## src/rtl/stack_drop_judge.sv

```systemverilog
// ---------------------------------------------------------------------------
// stack_drop_judge
//   Upstream stage of the block-stacker level tracker. Sweeps the active
//   row's segment back and forth across the board, latches it on a drop,
//   and judges it against the row below (hit -> level_up, miss -> game_over,
//   last level -> win). Both row masks are exported for drawing.
//
// Ports:
//   clk         system clock
//   resetn      synchronous, active-low reset
//   step_tick   one-cycle move strobe from the rate divider
//   drop_btn    synchronised, level-sensitive drop button
//   row_mask    cells occupied by the moving segment (bit COLS-1 leftmost)
//   below_mask  cells occupied by the last placed row
//   level       count of successful drops so far
//   level_up    one-cycle pulse on a successful drop
//   game_over   one-cycle pulse on a miss
//   win         one-cycle pulse on completing level LEVELS
//   busy        high in every state except MOVE
//
// Build option:
//   SPEED_RAMP_EN  when defined, step_tick is divided by
//                  max(1, BASE_DIV - level) so the sweep speeds up per level.
// ---------------------------------------------------------------------------
module stack_drop_judge #(
  parameter int COLS       = 16,
  parameter int INIT_WIDTH = 3,
  parameter int LEVELS     = 15,
  parameter int LW         = 4,
  parameter int BASE_DIV   = 8
) (
  input  logic            clk,
  input  logic            resetn,
  input  logic            step_tick,
  input  logic            drop_btn,
  output logic [COLS-1:0] row_mask,
  output logic [COLS-1:0] below_mask,
  output logic [LW-1:0]   level,
  output logic            level_up,
  output logic            game_over,
  output logic            win,
  output logic            busy
);

  typedef enum logic [2:0] {
    S_MOVE, S_EVAL, S_ADVANCE, S_LOSE, S_WAIT_REL
  } state_t;

  localparam logic [COLS-1:0] INIT_ROW = {{(COLS-INIT_WIDTH){1'b0}}, {INIT_WIDTH{1'b1}}};
  localparam logic            DIR_LEFT = 1'b1;

  state_t          state_reg, state_next;
  logic [COLS-1:0] row_mask_reg, row_mask_next;
  logic [COLS-1:0] below_mask_reg, below_mask_next;
  logic [LW-1:0]   level_reg, level_next;
  logic            dir_reg, dir_next;
  logic            drop_q_reg;
  logic            restart_reg, restart_next;
  logic            level_up_reg, level_up_next;
  logic            game_over_reg, game_over_next;
  logic            win_reg, win_next;

  logic            drop_edge;
  logic            move_ev;
  logic [COLS-1:0] overlap;

  assign drop_edge = drop_btn & ~drop_q_reg;
  assign overlap   = row_mask_reg & below_mask_reg;

`ifdef SPEED_RAMP_EN
  localparam int DW = (BASE_DIV > 1) ? $clog2(BASE_DIV) : 1;
  localparam int NW = DW + 1;

  logic [DW-1:0] div_cnt_reg, div_cnt_next;
  logic [NW-1:0] div_n;

  // Divisor shrinks by one per level, floored at 1 (every tick moves).
  always_comb begin
    if (int'(level_reg) < BASE_DIV - 1)
      div_n = NW'(BASE_DIV - int'(level_reg));
    else
      div_n = NW'(1);
  end

  assign move_ev = step_tick & ({1'b0, div_cnt_reg} >= div_n - 1'b1);
`else
  assign move_ev = step_tick;
`endif

  // State and datapath registers
  always_ff @(posedge clk) begin
    if (!resetn) begin
      state_reg      <= S_MOVE;
      row_mask_reg   <= INIT_ROW;
      below_mask_reg <= '1;
      level_reg      <= '0;
      dir_reg        <= DIR_LEFT;
      drop_q_reg     <= 1'b1;   // a button held through reset must be released first
      restart_reg    <= 1'b0;
      level_up_reg   <= 1'b0;
      game_over_reg  <= 1'b0;
      win_reg        <= 1'b0;
`ifdef SPEED_RAMP_EN
      div_cnt_reg    <= '0;
`endif
    end else begin
      state_reg      <= state_next;
      row_mask_reg   <= row_mask_next;
      below_mask_reg <= below_mask_next;
      level_reg      <= level_next;
      dir_reg        <= dir_next;
      drop_q_reg     <= drop_btn;
      restart_reg    <= restart_next;
      level_up_reg   <= level_up_next;
      game_over_reg  <= game_over_next;
      win_reg        <= win_next;
`ifdef SPEED_RAMP_EN
      div_cnt_reg    <= div_cnt_next;
`endif
    end
  end

  // Next-state logic
  always_comb begin
    state_next = state_reg;
    case (state_reg)
      S_MOVE:     if (drop_edge) state_next = S_EVAL;
      S_EVAL:     state_next = (overlap == '0) ? S_LOSE : S_ADVANCE;
      S_ADVANCE:  state_next = S_WAIT_REL;
      S_LOSE:     state_next = S_WAIT_REL;
      S_WAIT_REL: if (!drop_btn) state_next = S_MOVE;
      default:    state_next = S_MOVE;
    endcase
  end

  // Datapath and registered-output next values
  always_comb begin
    row_mask_next   = row_mask_reg;
    below_mask_next = below_mask_reg;
    level_next      = level_reg;
    dir_next        = dir_reg;
    restart_next    = restart_reg;
    level_up_next   = 1'b0;
    game_over_next  = 1'b0;
    win_next        = 1'b0;
`ifdef SPEED_RAMP_EN
    // Held at zero outside MOVE so every entry to MOVE starts a fresh count.
    div_cnt_next    = '0;
`endif
    case (state_reg)
      S_MOVE: begin
`ifdef SPEED_RAMP_EN
        div_cnt_next = div_cnt_reg;
        if (step_tick && !drop_edge)
          div_cnt_next = move_ev ? '0 : div_cnt_reg + 1'b1;
`endif
        // A drop edge wins over a same-cycle move; that move is discarded.
        if (move_ev && !drop_edge) begin
          if (dir_reg == DIR_LEFT) begin
            if (row_mask_reg[COLS-1]) begin
              dir_next      = ~DIR_LEFT;
              row_mask_next = row_mask_reg >> 1;
            end else begin
              row_mask_next = row_mask_reg << 1;
            end
          end else begin
            if (row_mask_reg[0]) begin
              dir_next      = DIR_LEFT;
              row_mask_next = row_mask_reg << 1;
            end else begin
              row_mask_next = row_mask_reg >> 1;
            end
          end
        end
      end
      S_EVAL: begin
        if (overlap != '0) begin
          row_mask_next   = overlap;
          below_mask_next = overlap;
          level_next      = level_reg + LW'(1);
        end
      end
      S_ADVANCE: begin
        level_up_next = 1'b1;
        if (level_reg == LW'(LEVELS)) begin
          win_next     = 1'b1;
          restart_next = 1'b1;
        end
      end
      S_LOSE: begin
        game_over_next = 1'b1;
        restart_next   = 1'b1;
      end
      S_WAIT_REL: begin
        if (!drop_btn && restart_reg) begin
          row_mask_next   = INIT_ROW;
          below_mask_next = '1;
          level_next      = '0;
          dir_next        = DIR_LEFT;
          restart_next    = 1'b0;
        end
      end
      default: ;
    endcase
  end

  assign row_mask   = row_mask_reg;
  assign below_mask = below_mask_reg;
  assign level      = level_reg;
  assign level_up   = level_up_reg;
  assign game_over  = game_over_reg;
  assign win        = win_reg;
  assign busy       = (state_reg != S_MOVE);

endmodule

```

## config.mk

```make
export PLATFORM = sky130hd
export DESIGN_NAME = stack_drop_judge
export DESIGN_NICKNAME = d
export VERILOG_FILES = /design/src/rtl/stack_drop_judge.sv
export SDC_FILE = /design/constraint.sdc
export NUM_CORES = 1
export LEC_CHECK = 0
export CAP_MARGIN = 30
export CORE_ASPECT_RATIO = 0.5
export CORE_MARGIN = 2
export CORE_UTILIZATION = 40
export DETAILED_ROUTE_END_ITERATION = 8
export GPL_TIMING_DRIVEN = 0
export PLACE_DENSITY_LB_ADDON = 0.25
export SLEW_MARGIN = 20
export SYNTH_ARGS = -nofsm -noshare
export SYNTH_HDL_FRONTEND = slang
export SYNTH_SLANG_ARGS = --single-unit
```

## constraint.sdc

```tcl
create_clock -name clk -period 1.8 [get_ports clk]
set_input_delay 0.45 -clock clk [delete_from_list [all_inputs] [get_ports clk]]
set_output_delay 0.45 -clock clk [all_outputs]
set_load 0.02 [all_outputs]
```

Word-level counts from Yosys, hierarchy flattened
Cells that the tools add are included.
{"block": "classes", "add_sub_neg": 1, "n_eq_ne": 11, "muxes": 28, "n_bitwise": 3, "n_reduce_logical": 19}
{"op": "2-to-1 mux 16 bit", "n": 7}
{"op": "one-hot mux 16 bit (3 select lines)", "n": 1}
{"op": "one-hot mux 16 bit (2 select lines)", "n": 1}
{"op": "AND 16 bit", "n": 1}
{"op": "logical NOT 16 bit", "n": 1}
{"op": "nonzero test 16 bit", "n": 1}
{"op": "!= test 2 bit (second input constant)", "n": 6}
{"op": "one-hot mux 3 bit (4 select lines)", "n": 1}
{"op": "2-to-1 mux 1 bit", "n": 11}
{"op": "AND reduction 3 bit", "n": 3}
{"op": "nonzero test 3 bit", "n": 3}
{"op": "2-to-1 mux 4 bit", "n": 2}
{"op": "one-hot mux 4 bit (2 select lines)", "n": 1}
{"op": "== test 3 x 2 -> 1 bit (second input constant)", "n": 2}
{"op": "2-to-1 mux 3 bit", "n": 2}
{"op": "adder 4 x 1 -> 4 bit (second input constant)", "n": 1}
{"op": "== test 4 bit (second input constant)", "n": 1}
{"op": "AND reduction 2 bit", "n": 2}
{"op": "AND reduction 4 bit", "n": 1}
{"op": "nonzero test 2 bit", "n": 2}
{"op": "== test 3 x 1 -> 1 bit (second input constant)", "n": 1}
{"op": "== test 3 bit (second input constant)", "n": 1}
{"op": "logical NOT 3 bit", "n": 1}
{"op": "one-hot mux 1 bit (3 select lines)", "n": 1}
{"op": "other kinds (6)", "n": 8}
{"block": "totals", "regBits": 45, "in_bits": 4, "wordCells": 72}

Depth between registers and ports, before layout
{"block": "logic_depth", "word_depth": 6, "ltp_mapped": 8}

Least setup slack after synthesis
No wires, ideal clock.
{"block": "synth_path", "kind": "reg-to-reg", "startpoint": "reg row_mask_reg[0] (netlist: row_mask[0])", "endpoint": "reg row_mask_reg[9] (netlist: row_mask[9])", "setup_ns": 0.119, "arrival_time_ns": 1.710, "t_required_ns": 1.681, "slack_ns": -0.030, "stages_incl_launch_ff": 8, "path_buffers": 2, "period_less_slack_ns": 1.830, "cell_sequence": "dfxtp_1 > buf_4 > a22o_1 > a221oi_1 > and4_1 > a211oi_2 > buf_4 > a21oi_1"}
{"block": "synth_between", "elab_chain_len": 4, "word_cells_on_any_way": 8, "cone_classes": "eq/ne (1); mux (4); bitwise (1); reduce/logical (2)"}
{"item": "from (decl)", "line": "53", "text": "logic [COLS-1:0] row_mask_reg, row_mask_next;"}
{"item": "from (signal assigned)", "line": "108", "text": "row_mask_reg <= row_mask_next;"}
{"item": "AND 16 bit / 2-to-1 mux 16 bit (equally long branches)", "line": "68, 167"}
{"item": "nonzero test 16 bit / 2-to-1 mux 16 bit (equally long branches)", "line": "177, 159"}
{"item": "!= test 2 bit (no source line) / 2-to-1 mux 16 bit (equally long branches)"}
{"item": "AND reduction 4 bit (no source line) / one-hot mux 16 bit (3 select lines) (equally long branches)"}
Several ways; a longest one is shown, not always the timed one. The select of a mux whose other input is x is not followed.
A chain may end at the register's enable or synchronous reset.

Worst setup path in the final report
{"block": "layout_path", "startpoint": "reg row_mask_reg[13] (netlist: row_mask[13])", "endpoint": "reg level_reg[3] (netlist: level[3])"}
{"block": "layout_between", "elab_chain_len": 4}
{"item": "AND 16 bit", "line": "68", "text": "assign overlap = row_mask_reg & below_mask_reg;"}
{"item": "nonzero test 16 bit", "line": "177", "text": "if (overlap != '0) begin"}
{"item": "!= test 2 bit (no source line)"}
{"item": "AND reduction 3 bit (no source line)"}
{"item": "to (signal assigned)", "line": "110", "text": "level_reg <= level_next;"}
{"item": "to (decl)", "line": "55", "text": "logic [LW-1:0] level_reg, level_next;"}
Every way passes these cells.

==> summary.md <==
| Metric | Value |
|---|---|
| Sink Count | 45 |
| Final hold vios | 0 |
| P_int | 1.41 mW |
| GP Congestion | 0.908 |
| Net Sw Frac | 0.267 |
| GR Overflow Total | 0 |
| Layout fillers | 507 |
| Reg2reg end | level[3]$_SDFFE_PN0P_ |
| Final Core Density | 0.553 |
| Nets | 329 |
| Vias in the first global route | 2092 |
| Max_slew headroom | 0.661 |
| CP Data Arrival Time | 1950 ps |
| Hold Crit Class | flop to flop |
| I/O pins | 44 |
| Fmax | 566 MHz |
| Post-DRT Antenna Nets | 0 |
| Post-Layout Cell Count | 398 |
| Critical path class | flop to flop |
| Outcome | completed |
| Site row count | 19 |
| CTS root buffer | clkbuf_8 |
| Leak Pwr | 1.23 nW |
| Syn Std Cell Area | 2200 um2 |
| Layout cells sized above 1 | 0.160 |
| Peak VDD IR | 0.000396 V |
| Avg Cell Area, Syn | 8.23 um2 |
| Initial core utilization | 0.407 |
| Core area | 5400 um2 |
| Reg2reg path depth | 6 |
| Share of flip-flops with an asynchronous set or reset | 0 |
| Avg WL per Cell | 16.4 um |
| H-tree depth | 2 |
| Global Route Usage Sum | 0.228 |
| Switching Power | 0.515 mW |
| EDFF count, synth | 0 |
| DP HPWL | 4.42 mm |
| Tot Pwr | 1.93 mW |
| Setup Viol. Count Final | 0 |
| Element type at the critical path end | flop |
| Unrepaired setup endpoints after global routing | true |
| Diodes inserted | 0 |
| Setup TNS Final | 0 ps |
| Worst-Skew Late Latency | 300 ps |
| Yosys reg bits | 45 |
| Syn. warnings | 0 |
| Period minus WS final | 1770 ps |
| WP data required | 1980 ps |
| Clock power share | 0.320 |
| CP Launch Type | flop |
| Crit-path max FO | 10 |
| R2R Path Start | row_mask[13]$_SDFFE_PN0P_ |
| Vias/cell | 5.72 |
| DRC violation total after the first TritonRoute iteration | 231 |
| CTS tree | yes |
| WHS Path Cells | 2 |
| Final Max Slew Viols | 0 |
| Cells after Synth | 267 |
| DR DRC count | 0 |
| R2r setup slk | 30 ps |
| Register Area | 906 um2 |
| Clk buf depth | 2 |
| Area delta synth->final | 35.6% |
| Seq pwr share | 0.545 |
| Layout Skew | 4.16 ps |
| Slew @ Worst Pin | 509 ps |
| Ratio of final minimum period to clock period | 0.982 |
| Comb pwr share | 0.134 |
| Drt pass-1 iters | 4 |
| Clock-pin slew on the worst setup and hold paths | 80 ps |
| TritonCTS Buffers | 5 |
| Synthesized net count | 272 |
| Register area share after synthesis | 0.410 |
| PortBufs | 43 |
| Die ar. | 6140 um2 |
| Largest net degree at the start of global routing | 13 |
| Die height | 56.4 um |
| Max Cap Viol | 0 |
| Total routed wirelength | 6.51 mm |
| Most used DFF post-synth | dfxtp_1 |
| Initial antenna violation count | 0 |
| Multi-input logic area | 1250 um2 |
| Post-synth cell types | 41 |
| Hold Startpoint | below_mask[5]$_SDFFE_PN1P_ |
| WHS Endpoint | below_mask[5]$_SDFFE_PN1P_ |
| Chip width | 109 um |
| Pwr/cell area | 646 nW/um2 |
| Inst Count DP | 383 |
| Routed via count | 2275 |
| Global-route wire length before repair | 10.9 mm |
==> critical path, cell delays in order, from the launching register on <==
cell and delay (ps):
dfxtp_2 370, a22o_1 240, a221oi_1 310, and4_4 320, buf_8 150, and2_4 160
o221ai_1 90
==> repair_timing <==
action	4_1_cts	5_1_grt
hold buffers	0	0
hold endpoints to repair	0	0
endpoints found under the setup margin	49	46
gates cloned	1	0
resized for setup	43	43
pin swaps	3	5
setup buffers	7	0
==> cell type report <==
cell class | count | share of cell area
Multi-Input combinational cell | 196 | 0.418
Inverter | 5 | 0.00629
Tap cell | 73 | 0.0306
Clock buffer | 8 | 0.0269
Sequential cell | 45 | 0.304
Buffer | 20 | 0.0453
Timing Repair Buffer | 51 | 0.169
==> per-stage QoR <==
| step | worst slack [ps] | hold WS, ps | area, um2 |
|---|---|---|---|
| floorplan | 40.4 | 472 | 2210 |
| global placement | -569 | 479 | 2730 |
| detailed placement | -577 | 484 | 2730 |
| CTS | 9.63 | 495 | 2890 |
| global route | -36.1 | 526 | 2980 |
| finish | 33.2 | 500 | 2980 |
==> worst max path at each step <==
stage	from	end	slack, ps	cells past startpoint
finish	row_mask[13]$_SDFFE_PN0P_	level[3]$_SDFFE_PN0P_	30	6
global route	row_mask[13]$_SDFFE_PN0P_	level[3]$_SDFFE_PN0P_	-40	6
CTS	state_reg[0]$_SDFFE_PN0P_	below_mask[11]$_SDFFE_PN1P_	10	5
detailed placement	drop_btn	row_mask[9]$_SDFFE_PN0P_	-580	7
global placement	drop_btn	row_mask[7]$_SDFFE_PN0P_	-570	7
floorplan	row_mask[0]$_SDFFE_PN1P_	below_mask[4]$_SDFFE_PN1P_	40	8
==> synthesized netlist by cell type, types with 2 or more instances <==
cell type / n / area, um2
a211oi_1: 5 / 37.5
a21oi_1: 37 / 185
a221oi_1: 4 / 35.0
a22o_1: 4 / 35.0
a311oi_1: 2 / 17.5
and2_1: 3 / 18.8
and3_1: 4 / 25.0
buf_2: 3 / 15.0
buf_4: 3 / 22.5
clkbuf_1: 15 / 56.3
dfxtp_1: 45 / 901
inv_1: 5 / 18.8
mux2_2: 2 / 22.5
mux2i_1: 7 / 70.1
nand2_1: 25 / 93.8
nand2b_1: 4 / 25.0
nand3_1: 16 / 80.1
nand3b_1: 2 / 15.0
nand4_1: 3 / 18.8
nor2_1: 8 / 30.0
nor2b_1: 8 / 50.1
o21ai_0: 26 / 130
o21ai_1: 2 / 10.0
o221ai_1: 4 / 35.0
o31ai_1: 13 / 97.6
or4b_1: 2 / 20.0
==> cell families after synthesis <==
group                    after synthesis  share of synthesized area
flip-flops                            45                      0.410
adder cells (fa/ha/maj)                1                    0.00569
AO/OA/AOI/OAI                        104                      0.292
AND/OR/NAND/NOR                       82                      0.199
multiplexers                           9                     0.0421
buffers and inverters                 26                     0.0512
==> metal layers <==
metal | GRT usage | routed length (um)
met1 | 0.340 | 3100
met2 | 0.339 | 2950
met3 | 0.0453 | 409
met4 | 0.0495 | 53
met5 | 0 | 0
==> cell usage in the layout, fill, tap and decap left out, types with 10 or more instances in the layout <==
cell type	netlist	routed
buf_4	3	10
clkbuf_2	0	12
o21ai_0	26	26
dlygate4sd2_1	0	19
nand3_1	16	16
dfxtp_1	45	41
a21oi_1	37	36
dlymetal6s2s_1	0	15
nand2_1	25	25
o31ai_1	13	13
==> power by group through the flow <==
stage | clock (mW) | combinational (mW) | sequential (mW)
floorplan | 0 | 0.123 | 1.09
global placement | 0 | 0.236 | 1.07
detailed placement | 0 | 0.239 | 1.07
CTS | 0.625 | 0.254 | 1.05
global route | 0.663 | 0.282 | 1.06
finish | 0.617 | 0.259 | 1.05
Note: power is estimated with default switching activity, not from simulation.
